[config.mk]
export PLATFORM = sky130hd
export DESIGN_NAME = rf_dbg_access
export DESIGN_NICKNAME = d
export VERILOG_FILES = /design/src/rtl/rf_dbg_pkg.sv /design/src/rtl/rf_dbg_mux.sv /design/src/rtl/rf_dbg_access.sv
export SDC_FILE = /design/constraint.sdc
export NUM_CORES = 1
export LEC_CHECK = 0
export CAP_MARGIN = 20
export CORE_ASPECT_RATIO = 1.25
export CORE_MARGIN = 5
export CORE_UTILIZATION = 25
export DETAILED_ROUTE_END_ITERATION = 16
export GPL_TIMING_DRIVEN = 1
export PLACE_DENSITY = 0.57
export SLEW_MARGIN = 20
export SYNTH_ARGS = -nofsm -noshare
export SYNTH_HDL_FRONTEND = slang
export SYNTH_HIERARCHICAL = 1
export SYNTH_SLANG_ARGS = --single-unit
[constraint.sdc]
create_clock -name i_clk -period 2.7 [get_ports i_clk]
set_input_delay 0.675 -clock i_clk [delete_from_list [all_inputs] [get_ports i_clk]]
set_output_delay 0.675 -clock i_clk [all_outputs]
set_load 0.005 [all_outputs]
[src/rtl/rf_dbg_pkg.sv]
// Shared types and constants for the register-file debug access controller.
// The request struct uses the default widths; wider builds declare their own.
package rf_dbg_pkg;

    localparam int DATA_W_DEF = 32;
    localparam int ADDR_W_DEF = 5;
    localparam int unsigned X0_ADDR = 0;

    typedef enum logic [1:0] {
        ST_IDLE   = 2'd0,
        ST_HALT   = 2'd1,
        ST_ACCESS = 2'd2,
        ST_RESP   = 2'd3
    } dbg_state_e;

    typedef struct packed {
        logic                  we;
        logic [ADDR_W_DEF-1:0] addr;
        logic [DATA_W_DEF-1:0] wdata;
    } dbg_req_t;

endpackage

[src/rtl/rf_dbg_mux.sv]
// Regfile port mux: core owns the write and rs1-read ports except during the
// single ACCESS cycle, when the latched debug request drives them.
module rf_dbg_mux
    import rf_dbg_pkg::*;
#(
    parameter int DATA_W = DATA_W_DEF,
    parameter int ADDR_W = ADDR_W_DEF
) (
    input  dbg_state_e        i_state,
    input  logic              i_dbg_we,
    input  logic [ADDR_W-1:0] i_dbg_addr,
    input  logic [DATA_W-1:0] i_dbg_wdata,
    input  logic              i_core_rd_wren,
    input  logic [ADDR_W-1:0] i_core_rd_addr,
    input  logic [DATA_W-1:0] i_core_rd_data,
    input  logic [ADDR_W-1:0] i_core_rs1_addr,
    output logic              o_rf_rd_wren,
    output logic [ADDR_W-1:0] o_rf_rd_addr,
    output logic [DATA_W-1:0] o_rf_rd_data,
    output logic [ADDR_W-1:0] o_rf_rs1_addr
);

    logic dbg_sel;
    logic dbg_x0;

    assign dbg_sel = (i_state == ST_ACCESS);
    assign dbg_x0  = (i_dbg_addr == ADDR_W'(X0_ADDR));

    always_comb begin
        o_rf_rd_wren  = i_core_rd_wren;
        o_rf_rd_addr  = i_core_rd_addr;
        o_rf_rd_data  = i_core_rd_data;
        o_rf_rs1_addr = i_core_rs1_addr;
        if (dbg_sel) begin
            // Core writes in this cycle are dropped; x0 is never written.
            o_rf_rd_wren  = i_dbg_we && !dbg_x0;
            o_rf_rd_addr  = i_dbg_addr;
            o_rf_rd_data  = i_dbg_wdata;
            o_rf_rs1_addr = i_dbg_addr;
        end
    end

endmodule

[src/rtl/rf_dbg_access.sv]
// Debug initiator access to the RV32 register file: halts the core, performs
// one read or write in a single ACCESS cycle, then returns a response.
module rf_dbg_access
    import rf_dbg_pkg::*;
#(
    parameter int HALT_TIMEOUT = 16,
    parameter int DATA_W       = DATA_W_DEF,
    parameter int ADDR_W       = ADDR_W_DEF
) (
    input  logic              i_clk,
    input  logic              i_rst,
    input  logic              i_req_valid,
    output logic              o_req_ready,
    input  logic              i_req_we,
    input  logic [ADDR_W-1:0] i_req_addr,
    input  logic [DATA_W-1:0] i_req_wdata,
    output logic              o_rsp_valid,
    input  logic              i_rsp_ready,
    output logic [DATA_W-1:0] o_rsp_rdata,
    output logic              o_rsp_err,
    output logic              o_halt_req,
    input  logic              i_core_halted,
    input  logic              i_core_rd_wren,
    input  logic [ADDR_W-1:0] i_core_rd_addr,
    input  logic [DATA_W-1:0] i_core_rd_data,
    input  logic [ADDR_W-1:0] i_core_rs1_addr,
    output logic              o_rf_rd_wren,
    output logic [ADDR_W-1:0] o_rf_rd_addr,
    output logic [DATA_W-1:0] o_rf_rd_data,
    output logic [ADDR_W-1:0] o_rf_rs1_addr,
    input  logic [DATA_W-1:0] i_rf_rs1_data,
    output dbg_state_e        o_dbg_state
);

    localparam int CNT_W = $clog2(HALT_TIMEOUT + 1);
    // The first HALT cycle is the one in which halt_req first reaches the
    // core, so the error response lands HALT_TIMEOUT+1 cycles after accept.
    localparam logic [CNT_W-1:0] CNT_LAST = CNT_W'(HALT_TIMEOUT);

    typedef struct packed {
        logic              we;
        logic [ADDR_W-1:0] addr;
        logic [DATA_W-1:0] wdata;
    } req_t;

    dbg_state_e       state;
    req_t             req_q;
    logic [CNT_W-1:0] cnt;
    logic             req_x0;

    assign req_x0      = (req_q.addr == ADDR_W'(X0_ADDR));
    assign o_dbg_state = state;

    // Handshakes: a transfer happens on a rising edge where valid and ready are
    // both high; valid and its payload hold until then, ready may be anything.
    always_ff @(posedge i_clk or negedge i_rst) begin
        if (!i_rst) begin
            state       <= ST_IDLE;
            req_q       <= '0;
            cnt         <= '0;
            o_req_ready <= 1'b1;
            o_rsp_valid <= 1'b0;
            o_rsp_rdata <= '0;
            o_rsp_err   <= 1'b0;
            o_halt_req  <= 1'b0;
        end else begin
            case (state)
                ST_IDLE: begin
                    if (i_req_valid && o_req_ready) begin
                        req_q       <= '{we: i_req_we, addr: i_req_addr, wdata: i_req_wdata};
                        cnt         <= '0;
                        o_req_ready <= 1'b0;
                        o_halt_req  <= 1'b1;
                        state       <= ST_HALT;
                    end
                end
                ST_HALT: begin
                    if (i_core_halted) begin
                        state <= ST_ACCESS;
                    end else if (cnt == CNT_LAST) begin
                        o_rsp_valid <= 1'b1;
                        o_rsp_rdata <= '0;
                        o_rsp_err   <= 1'b1;
                        state       <= ST_RESP;
                    end else begin
                        cnt <= cnt + 1'b1;
                    end
                end
                ST_ACCESS: begin
                    o_rsp_valid <= 1'b1;
                    if (req_q.we) begin
                        o_rsp_rdata <= '0;
                        o_rsp_err   <= req_x0;
                    end else begin
                        o_rsp_rdata <= req_x0 ? '0 : i_rf_rs1_data;
                        o_rsp_err   <= 1'b0;
                    end
                    state <= ST_RESP;
                end
                ST_RESP: begin
                    if (i_rsp_ready) begin
                        o_rsp_valid <= 1'b0;
                        o_req_ready <= 1'b1;
                        o_halt_req  <= 1'b0;
                        state       <= ST_IDLE;
                    end
                end
                default: state <= ST_IDLE;
            endcase
        end
    end

    rf_dbg_mux #(
        .DATA_W(DATA_W),
        .ADDR_W(ADDR_W)
    ) u_mux (
        .i_state        (state),
        .i_dbg_we       (req_q.we),
        .i_dbg_addr     (req_q.addr),
        .i_dbg_wdata    (req_q.wdata),
        .i_core_rd_wren (i_core_rd_wren),
        .i_core_rd_addr (i_core_rd_addr),
        .i_core_rd_data (i_core_rd_data),
        .i_core_rs1_addr(i_core_rs1_addr),
        .o_rf_rd_wren   (o_rf_rd_wren),
        .o_rf_rd_addr   (o_rf_rd_addr),
        .o_rf_rd_data   (o_rf_rd_data),
        .o_rf_rs1_addr  (o_rf_rs1_addr)
    );

endmodule
# == Yosys cells after proc, flatten, opt, wreduce, memory -nomap -nowiden ==
# Index checks and enable logic that the tools add are counted.
# word_totals
reg_bits,81
output_inout_bits,81
wordCells,65
# op_classes
n_addsub,1
n_eq_ne,10
muxes,29
reduce_logical,15
# op_table
cell,n
$mux 32,5
$pmux 32 s2,1
$mux 5,5
$ne 2x2->1 const B,5
$pmux 5 s2,1
$reduce_and 3->1,3
$mux 1,8
$mux 2,4
$pmux 2 s4,1
$reduce_and 4->1,2
$pmux 1 s2,3
$reduce_bool 2->1,3
$add 5x1->5 const B,1
$eq 5x5->1 const B,1
$logic_not 5->1,1
$eq 2x2->1 const B,2
$ne 3x3->1 const B,1
$pmux 1 s3,1
$reduce_bool 3->1,1
$eq 2x1->1 const B,1
$logic_and 1x1->1,2
$logic_not 2->1,1
$reduce_and 2->1,1
$logic_not 1->1,1

# == Depth between registers and ports, before layout ==
# Gate-level depths: netlist of run 1.
# depth
depth_word,4
ltp_mapped,8
depth_no_buf,6

# == Cells and area by module ==
# Netlist of run 1, hierarchy kept.
# by_module_without_submodules
module,n_inst,cells_per_inst,area_each_um2,seq_area_each_um2
rf_dbg_access,1,300,3393.3,2028.2
rf_dbg_mux,1,136,533.0,0.0

# == Least setup slack after synthesis of run 1 ==
# No wires, ideal clock.
# synth_path
kind,register to register
from,register state[0] (netlist: o_dbg_state[0])
to,register cnt[2]
t_arrival_ns,1.823
required_time_ns,2.620
path_slack_ns,0.797
stages_incl_launch_ff,7
n_path_buf,0
period_less_slack_ns,1.903
path_cell_list,dfrtp_1 -> inv_1 -> ha_1 -> a21boi_4 -> a211o_4 -> or4_1 -> o211ai_2
# synth_via
elab_chain_len,3
# synth_rtl
element,line_no,text
"start, declared",rf_dbg_access.sv:46,dbg_state_e state;
"start signal, assigned",rf_dbg_access.sv:58,state <= ST_IDLE;
"start signal, assigned",rf_dbg_access.sv:74,state <= ST_HALT;
"start signal, assigned",rf_dbg_access.sv:79,state <= ST_ACCESS;
$eq 2x1->1 or $logic_not 2->1 (tied branches),rf_dbg_access.sv:67,case (state)
$ne 2x2->1 (no source line) or $reduce_bool 2->1 (tied branches),--,
$reduce_and 4->1 (no source line),--,
"end signal, assigned",rf_dbg_access.sv:86,cnt <= cnt + 1'b1;
"end, declared",rf_dbg_access.sv:48,logic [CNT_W-1:0] cnt;
# Several ways; a longest one is shown, not always the timed one.
# A chain may end at the register's enable or synchronous reset.

# == Worst setup path after layout of run 1 ==
# layout_path
from,register state[0] (netlist: o_dbg_state[0])
to,output port o_rf_rd_addr[1]
# layout_via
elab_chain_len,2
# layout_rtl
element,line_no,text
$eq 2x2->1,rf_dbg_mux.sv:26,assign dbg_sel = (i_state == ST_ACCESS);
$mux 5,rf_dbg_mux.sv:34,if (dbg_sel) begin
"end, declared",rf_dbg_access.sv:28,"output logic [ADDR_W-1:0] o_rf_rd_addr,"
# Every way passes these cells.

==> out/summary.txt, run 1 <==
Pwr per Cell Area = 450 nW/µm²
Period minus WS final = 2.54 ns
Placed cells = 830
# rows = 51
Antenna violations before repair = 0
Pin count of the biggest net entering global routing = 66
NetSw = 0.000577 W
Mapped cell area = 3930 µm²
Post-Layout Cell Count = 846
First-pass GRT wire length = 19200 µm
Port bufs = 198
CTS tree = yes
Tcrit/Tclk final = 94.0%
Max-slew violation count = 0
CP max FO = 18
Post-route setup slack = 0.163 ns
Power Internal = 0.00236 W
Final setup fails = 0
Crit-path cells = nor2b_2 > buf_4 > nand2_1 > nand2_1 > clkdlybuf4s50_1
Synth Area per Inst = 9.01 µm²
Fraction of layout cells with a size suffix above 1 = 11.8%
Setup TNS = 0 ns
Gate power share = 10.2%
Drt wl/cell = 14.4 µm
Post-CTS Setup Bufs = 0
Die Area = 18300 µm²
Clock Power Share = 48.5%
Yosys reg bits = 81
Power, Total = 0.00294 W
R2r setup slk = 0.52 ns
CTS Root Cell = clkbuf_16
Crit path DAT = 1.86 ns
Sw Ratio = 19.6%
GP Congestion = 0.763
I/O pin cnt = 199
Final Hold Fails = 0
Dpl hpwl = 9320 µm
NumNets Final = 754
RSZ-0062 raised after global routing = false
Leakage = 2.95 nW
Peak supply drop = 0.231 mV
Width of the die = 122 µm
CP max stage cell = clkdlybuf4s50_1
DP Area = 6170 µm²
CTS Buffer Depth = 2
Htree depth = 3
Slew @ Worst Pin = 0.745 ns
Drt total wl = 12200 µm
Antenna cells = 0
Via count = 3599
Worst reg-to-reg path cell count = 7
Dpl ws = 0.204 ns
Chip height = 150 µm
Syn. warnings = 6
Most common cell after layout, fill and taps aside = clkdlybuf4s50_1
Layout area overhead = 66.5%
Worst path max stage delay = 0.50 ns
Post-synth cell types = 33
Max Cap Viol = 0
Endpoint class of the critical path = output port
Crit path launch type = register
Clk slew on worst S/H paths = 0.06 ns
Highest-count cells in the layout ignoring fill and taps = clkdlybuf4s50_1 (196), nand2_1 (194), dfrtp_1 (78)
DRC = 0
Reg2reg start = o_dbg_state[1]
Max Fclk = 394 MHz
CTS Sinks = 81
Cell repeated most along the worst path = nand2_1
Number of buffers created by CTS = 9
Initial drt markers = 183
Vias/cell = 4.25
Reg-to-Reg End = o_rsp_rdata[11]
Number of iterations in the first detailed-routing pass = 4
Synth Net Count = 561
Starting density of the core = 25.3%
Core box area = 15500 µm²
Skew-Pair Late Insertion Delay = 0.33 ns
Worst slew margin = 50.3%
Synth Instances = 436
Design area = 6540 µm²
Worst EP required = 2.03 ns
Sequential Power Share = 41.3%
Sequential area share after synthesis = 51.7%
Status = finished, final reports clean
DRT antenna net count = 0
Setup CP Type = reg2out
Total gr overflow = 0
Vias in the first global route = 3746
GRT Overall Usage = 13.3%
Hold WC Path Type = in2async
Worst Skew = 0.00571 ns
## cells by family after synthesis
logic type / synth area share [%]
and+or+nand+nor: 22.5
AOI/OAI and AO/OA: 8.57
DFF: 51.7
buffers and inverters: 3.86
adders and majority gates: 2.23
muxes: 11.2
## sequential cells by signal (all words and copies together) (netlist names)
| name | count |
|---|---|
| cnt | 5 |
| o_dbg_state | 2 |
| o_halt_req | 1 |
| o_req_ready | 1 |
| o_rsp_err | 1 |
| o_rsp_rdata | 32 |
| o_rsp_valid | 1 |
| req_q | 38 |
## critical path, delay by kind of cell, from the launching register on
| family | cells | cell delay [ns] |
|---|---|---|
| simple gates | 3 | 0.33 |
| buf+inv | 2 | 0.73 |
| flops | 1 | 0.45 |
## Yosys cell counts, drive strengths merged
master	n	area [µm²]
nand2	194	728
dfrtp	80	2000
mux2	39	439
o21ai	38	190
buf	18	90.1
inv	10	37.5
a21oi	7	35.0
ha	7	87.6
clkbuf	6	23.8
nor2	6	22.5
nand3	5	25.0
nor2b	4	25.0
a21boi	2	26.3
nand2b	2	12.5
or4	2	15.0
or4b	2	20.0
a211o	1	17.5
a211oi	1	7.51
a21o	1	7.51
a221o	1	10.0
a221oi	1	8.76
a22o	1	8.76
a31oi	1	6.26
and4bb	1	12.5
dfstp	1	26.3
nand4bb	1	11.3
nor3	1	5.00
nor4	1	6.26
o211ai	1	12.5
o22ai	1	6.26
## power by group through the flow
stage | logic [W] | clock network, W | registers (W)
after floorplan | 0.0000349 | 0 | 0.00124
after global placement | 0.000302 | 0 | 0.00124
after detailed placement | 0.000305 | 0 | 0.00124
after CTS | 0.000307 | 0.00148 | 0.00121
after global routing | 0.000326 | 0.00154 | 0.00121
final | 0.000301 | 0.00142 | 0.00121
## cell type report
class	count	area, µm²
repair buffers	206	2070
clock inverters	6	115
fillers	1508	8970
well taps	212	265
inverters	10	37.5
clock buffers	10	239
multi-input cells	321	1780
flip-flops and latches	81	2030
## how the worst max path moves through the flow
stage	to	start	slack [ns]
finish	o_rf_rd_addr[1]	o_dbg_state[0]	0.16
global route	o_rf_rs1_addr[1]	o_dbg_state[1]	0.02
detailed placement	o_rf_rd_wren	i_core_rd_wren	0.20
global placement	o_rf_rd_wren	i_core_rd_wren	0.22
CTS	o_rf_rd_wren	o_dbg_state[0]	0.04
floorplan	cnt[2]	o_dbg_state[0]	0.80
## metrics by stage
stage / hold slack [ns] / util (%)
finish: 0.400 / 42.2
global route: 0.467 / 42.2
CTS: 0.443 / 42.1
detailed placement: 0.470 / 39.8
global placement: 0.465 / 39.8
floorplan: 0.379 / -
## routing by layer
metal  vias to the layer above  wire, µm  track usage (%)
met5                         -         0                0
met4                         0       114             3.98
met3                         5       654             3.23
met2                        98      6520             24.7
met1                      1692      4870             14.9
li1                       1804         -                -
## repair_timing
action                     in CTS  in global routing
hold buffers                    0                  0
resized for setup               0                  4
setup endpoints to repair       0                 27
(Power assumes the default switching activity.)
==> run 2, diff against run 1 <==
- CORE_ASPECT_RATIO: 1.25 -> 0.6
- TNS_END_PERCENT: unset -> 100
==> out/summary.txt, run 2 (same netlist as run 1, synthesis figures left out) <==
DRC = 0 (unchanged)
Biggest regs = req_q: 38 flops, o_rsp_rdata: 32 flops, cnt: 5 flops (unchanged)
Dpl hpwl = 9050 µm (was 9320 µm)
Most common cell after layout, fill and taps aside = clkdlybuf4s50_1 (unchanged)
I/O pin cnt = 199 (unchanged)
NumNets Final = 756 (was 754)
M2 GR Usage = 20.7% (was 24.7%)
Met3 Track Usage GR = 5.60% (was 3.23%)
Skew-Pair Late Insertion Delay = 0.33 ns (about the same)
Antenna violations before repair = 0 (unchanged)
Htree depth = 3 (unchanged)
Number of iterations in the first detailed-routing pass = 4 (unchanged)
Max reg flops = 38 (unchanged)
Most Crowded Layer GR = met2 (unchanged)
Pwr per Cell Area = 434 nW/µm² (was 450 nW/µm²)
Fill count = 1497 (was 1508)
Worst Skew = 0.00624 ns (was 0.00571 ns)
Via count = 3614 (was 3599)
Post-layout util = 42.8% (was 42.2%)
Hold WC Path Type = in2async (unchanged)
CTS Buffer Depth = 2 (unchanged)
Layout area overhead = 67.5% (was 66.5%)
Antenna cells = 0 (unchanged)
Tcrit/Tclk final = 96.0% (was 94.0%)
First-pass GRT wire length = 18800 µm (was 19200 µm)
Placed cells = 819 (was 830)
Crit path DAT = 1.92 ns (was 1.86 ns)
# rows = 35 (was 51)
Worst slew margin = 57.8% (was 50.3%)
Hold slack = 0.287 ns (was 0.400 ns)
Max-slew violation count = 0 (unchanged)
Final setup fails = 0 (unchanged)
Met1 Use GR = 16.2% (was 14.9%)
Fraction of layout cells with a size suffix above 1 = 12.6% (was 11.8%)
Starting density of the core = 25.5% (was 25.3%)
Slew @ Worst Pin = 0.627 ns (was 0.745 ns)
Number of buffers created by CTS = 9 (unchanged)
Post-Layout Cell Count = 839 (was 846)
Initial drt markers = 144 (was 183)
Max Fclk = 386 MHz (was 394 MHz)
Chip height = 107 µm (was 150 µm)
Drt total wl = 12400 µm (was 12200 µm)
Die Area = 18400 µm² (was 18300 µm²)
Max Cap Viol = 0 (unchanged)
CTS Root Cell = clkbuf_16 (unchanged)
CTS tree = yes (unchanged)
Core box area = 15400 µm² (was 15500 µm²)
CTS Sinks = 81 (unchanged)
Setup CP Type = reg2out (unchanged)
CP max stage cell = clkdlybuf4s50_1 (unchanged)
Drt wl/cell = 14.8 µm (was 14.4 µm)
Status = finished, final reports clean (unchanged)
Width of the die = 172 µm (was 122 µm)
Crit path launch type = register (unchanged)
Vias/cell = 4.31 (was 4.25)
GP Congestion = 0.912 (was 0.763)
CP max FO = 19 (was 18)
DRT antenna net count = 0 (unchanged)
Leakage = 2.96 nW (was 2.95 nW)
RSZ-0062 raised after global routing = false (unchanged)
Period minus WS final = 2.59 ns (was 2.54 ns)
Port bufs = 198 (unchanged)
Worst path max stage delay = 0.50 ns (about the same)
GRT Overall Usage = 12.8% (was 13.3%)
Largest Register = req_q (unchanged)
Pin count of the biggest net entering global routing = 66 (unchanged)
Total gr overflow = 0 (unchanged)
Setup TNS = 0 ns (unchanged)
Power, Total = 0.00285 W (was 0.00294 W)
Final Hold Fails = 0 (unchanged)
Endpoint class of the critical path = output port (unchanged)
Highest-count cells in the layout ignoring fill and taps = clkdlybuf4s50_1 (196), nand2_1 (194), dfrtp_1 (78) (unchanged)
Clk slew on worst S/H paths = 0.06 ns (about the same)
Worst EP required = 2.03 ns (about the same)
# hold bufs at CTS = 0 (unchanged)
Peak supply drop = 0.289 mV (was 0.231 mV)
Cell repeated most along the worst path = nand2_1 (unchanged)
Vias in the first global route = 3625 (was 3746)
Crit-path cells = nor2b_4 > buf_12 > nand2_1 > nand2_1 > clkdlybuf4s50_1 (was nor2b_2 > buf_4 > nand2_1 > nand2_1 > clkdlybuf4s50_1)
[run 2: cell types whose count changed in the layout (fill, tap and decap cells not counted), sizes merged]
cell / previous run / this run
clkbuf: 10 / 11
clkinv: 2 / 4
bufinv: 3 / 2
clkinvlp: 1 / 0
buf: 9 / 10
[run 2: final cells by class]
type,count,area (µm²),share of cell area [%]
Clock buffer,10,239,3.63
Tap cell,203,254,3.86
Inverter,10,37.5,0.571
Clock inverter,6,91.3,1.39
Sequential cell,81,2030,30.9
Multi-Input combinational cell,321,1800,27.4
Timing Repair Buffer,208,2120,32.3
[run 2: final timing paths]
check                               start               end  cells past startpoint  slack (ns)
max in group asynchronous           i_rst    o_rsp_rdata[7]                      2        1.77
hold / removal                      i_rst          req_q[0]                      1        0.29
hold reg to reg            o_rsp_rdata[3]    o_rsp_rdata[3]                      2        0.48
setup reg to reg           o_dbg_state[1]         o_rsp_err                      8        0.39
setup / recovery           o_dbg_state[0]  o_rf_rs1_addr[4]                      5        0.11
min in group i_clk         o_rsp_rdata[3]    o_rsp_rdata[3]                      2        0.48
[run 2: power breakdown]
part | internal [W] | switching (W)
sequential | 0.00121 | 0
combinational | 0.000216 | 0.0000854
clock | 0.000839 | 0.000499
total | 0.00227 | 0.000585
[run 2: metal layers]
layer  vias up  part of all wire (%)
met3         8                    11
met5         -                     0
met2       130                    45
met4         0                  0.56
met1      1668                    44
li1       1808                     -
[run 2: timing repair]
item                       4_1_cts  5_1_grt
setup endpoints to repair        3        4
setup buffers                    0        3
cloned                           0        1
pin swaps                        0        1
resized for setup                2        5
[run 2: worst max-delay path, delay by kind of cell, from the launching register on]
family	cells	cell delay, ns
DFF	1	0.46
buffers and inverters	2	0.69
and+or+nand+nor	3	0.43
[run 2: stage by stage]
stage / setup WS [ns] / instance area, µm²
2_1_floorplan: 0.797 / 3930
3_3_place_gp: 0.226 / 6170
3_5_place_dp: 0.215 / 6170
4_1_cts: -0.0161 / 6510
5_1_grt: 0.00275 / 6580
6_report: 0.109 / 6580
==> run 3, diff against run 2 <==
- SKIP_LAST_GASP: unset -> 1
- clock period: 2.7 -> 2.6 ns (I/O delays scaled with it)
==> out/summary.txt, run 3 (same netlist as run 1, synthesis figures left out) <==
Pwr per Cell Area = 430 nW/µm² (was 434 nW/µm²)
Fraction of layout cells with a size suffix above 1 = 12.7% (was 12.6%)
CTS Sinks = 81 (unchanged)
Number of iterations in the first detailed-routing pass = 4 (unchanged)
Clk slew on worst S/H paths = 0.07 ns (was 0.06 ns)
Vias/cell = 4.27 (was 4.31)
Status = finished, final reports clean (unchanged)
Max-slew violation count = 0 (unchanged)
Slew @ Worst Pin = 0.662 ns (was 0.627 ns)
Drt total wl = 12800 µm (was 12400 µm)
I/O pin cnt = 199 (unchanged)
CTS Root Cell = clkbuf_16 (unchanged)
Antenna violations before repair = 0 (unchanged)
NumNets Final = 758 (was 756)
CP bufs+invs = 2 (unchanged)
Highest-count cells in the layout ignoring fill and taps = clkdlybuf4s50_1 (196), nand2_1 (194), dfrtp_1 (78) (unchanged)
Sequential Area = 2030 µm² (unchanged)
Chip height = 107 µm (unchanged)
CP startpoint = o_dbg_state[0] (unchanged)
Biggest regs = req_q: 38 flops, o_rsp_rdata: 32 flops, cnt: 5 flops (unchanged)
Period minus WS final = 2.53 ns
DRC = 0 (unchanged)
# rows = 35 (unchanged)
Layout area overhead = 66.6% (was 67.5%)
Final Hold Fails = 0 (unchanged)
Port bufs = 198 (unchanged)
Setup CP Type = reg2out (unchanged)
Worst reg-to-reg path cell count = 7 (was 8)
Vias in the first global route = 3687 (was 3625)
Initial drt markers = 193 (was 144)
DRT antenna net count = 0 (unchanged)
# hold bufs at CTS = 0 (unchanged)
First-pass GRT wire length = 19600 µm (was 18800 µm)
Reg-to-Reg End = o_rsp_rdata[25] (was o_rsp_err)
Post-route setup slack = 0.0715 ns (was 0.109 ns)
Cell repeated most along the worst path = nand2_1 (unchanged)
Tcrit/Tclk final = 97.2%
Number of buffers created by CTS = 9 (unchanged)
Worst EP required = 1.95 ns (was 2.03 ns)
Leakage = 2.95 nW (was 2.96 nW)
CP max FO = 18 (was 19)
Family with the most delay on the worst path = buffers and inverters (unchanged)
Skew-Pair Late Insertion Delay = 0.33 ns (about the same)
Dpl ws = 0.170 ns (was 0.215 ns)
Pin count of the biggest net entering global routing = 45 (was 66)
Peak supply drop = 0.275 mV (was 0.289 mV)
Final setup fails = 0 (unchanged)
Endpoint class of the critical path = output port (unchanged)
Via count = 3590 (was 3614)
Crit-path cells = nor2b_4 > bufbuf_16 > nand2_1 > nand2_1 > clkdlybuf4s50_1 (was nor2b_4 > buf_12 > nand2_1 > nand2_1 > clkdlybuf4s50_1)
Worst path max stage delay = 0.50 ns (about the same)
R2r setup slk = 0.21 ns (was 0.39 ns)
Starting density of the core = 25.5% (unchanged)
CTS Buffer Depth = 2 (unchanged)
Worst slew margin = 55.8% (was 57.8%)
Dpl hpwl = 9430 µm (was 9050 µm)
Most common cell after layout, fill and taps aside = clkdlybuf4s50_1 (unchanged)
Crit path DAT = 1.88 ns (was 1.92 ns)
Core box area = 15400 µm² (unchanged)
Hold slack = 0.196 ns (was 0.287 ns)
Largest Register = req_q (unchanged)
Reg2reg start = o_dbg_state[1] (unchanged)
Die Area = 18400 µm² (unchanged)
Width of the die = 172 µm (unchanged)
GRT Overall Usage = 13.5% (was 12.8%)
Max reg flops = 38 (unchanged)
Worst Skew = 0.00732 ns (was 0.00624 ns)
Crit path launch type = register (unchanged)
GP Congestion = 0.925 (was 0.912)
Antenna cells = 0 (unchanged)
CTS tree = yes (unchanged)
Max Fclk = 395 MHz
Max Cap Viol = 0 (unchanged)
Multi-input logic area = 1790 µm² (was 1800 µm²)
Hold WC Path Type = in2async (unchanged)
RSZ-0062 raised after global routing = true (was false)
Drt wl/cell = 15.2 µm (was 14.8 µm)
CP max stage cell = clkdlybuf4s50_1 (unchanged)
Fill count = 1472 (was 1497)
Total gr overflow = 0 (unchanged)
Htree depth = 3 (unchanged)
## run 3: worst max-delay path by stage
| stage | end | slack, ns | cells past startpoint |
|---|---|---|---|
| CTS | o_rf_rd_data[17] | -0.02 | 5 |
| detailed placement | o_rsp_rdata[8] | 0.17 | 5 |
| global route | o_rf_rd_data[9] | -0.04 | 5 |
| global placement | o_rf_rd_data[23] | 0.18 | 4 |
| finish | o_rf_rd_data[6] | 0.07 | 5 |
| floorplan | cnt[2] | 0.70 | 6 |
## run 3: cell type report
cell class	instances	share of cell area, %
tap	203	3.88
multi-input combinational	321	27.4
sequential	81	31.1
timing repair buffer	210	32.8
clock buffer	9	3.44
inverter	10	0.574
clock inverter	7	0.918
## run 3: repair_timing
action,CTS,global route
resized for setup,5,0
setup buffers,0,2
pin swaps,1,0
cloned,1,0
endpoints found under the setup margin,15,26
## run 3: where the power goes
| group | switching [W] | leakage [nW] | internal (W) | total (W) |
|---|---|---|---|---|
| clock network | 0.000570 | 0.137 | 0.000665 | 0.00124 |
| logic | 0.0000901 | 1.70 | 0.000226 | 0.000316 |
| registers | 0 | 1.11 | 0.00126 | 0.00126 |
| total | 0.000660 | 2.95 | 0.00215 | 0.00281 |
## run 3: per-layer routing
metal / wire, µm / track usage, %
met1: 5780 / 17.6
met2: 5570 / 20.9
met3: 1310 / 5.67
met4: 106 / 2.75
met5: 0 / 0
## run 3: through the flow
step | setup TNS (ns) | area (µm²) | instances | total power, W | util [%]
CTS | -0.169 | 6530 | 839 | 0.00287 | 42.5
detailed placement | 0 | 6200 | 822 | 0.00160 | 40.3
global placement | 0 | 6200 | 822 | 0.00160 | 40.3
finish | 0 | 6540 | 841 | 0.00281 | 42.5
floorplan | 0 | 3930 | 436 | 0.00132 | -
global route | -0.433 | 6540 | 841 | 0.00293 | 42.5
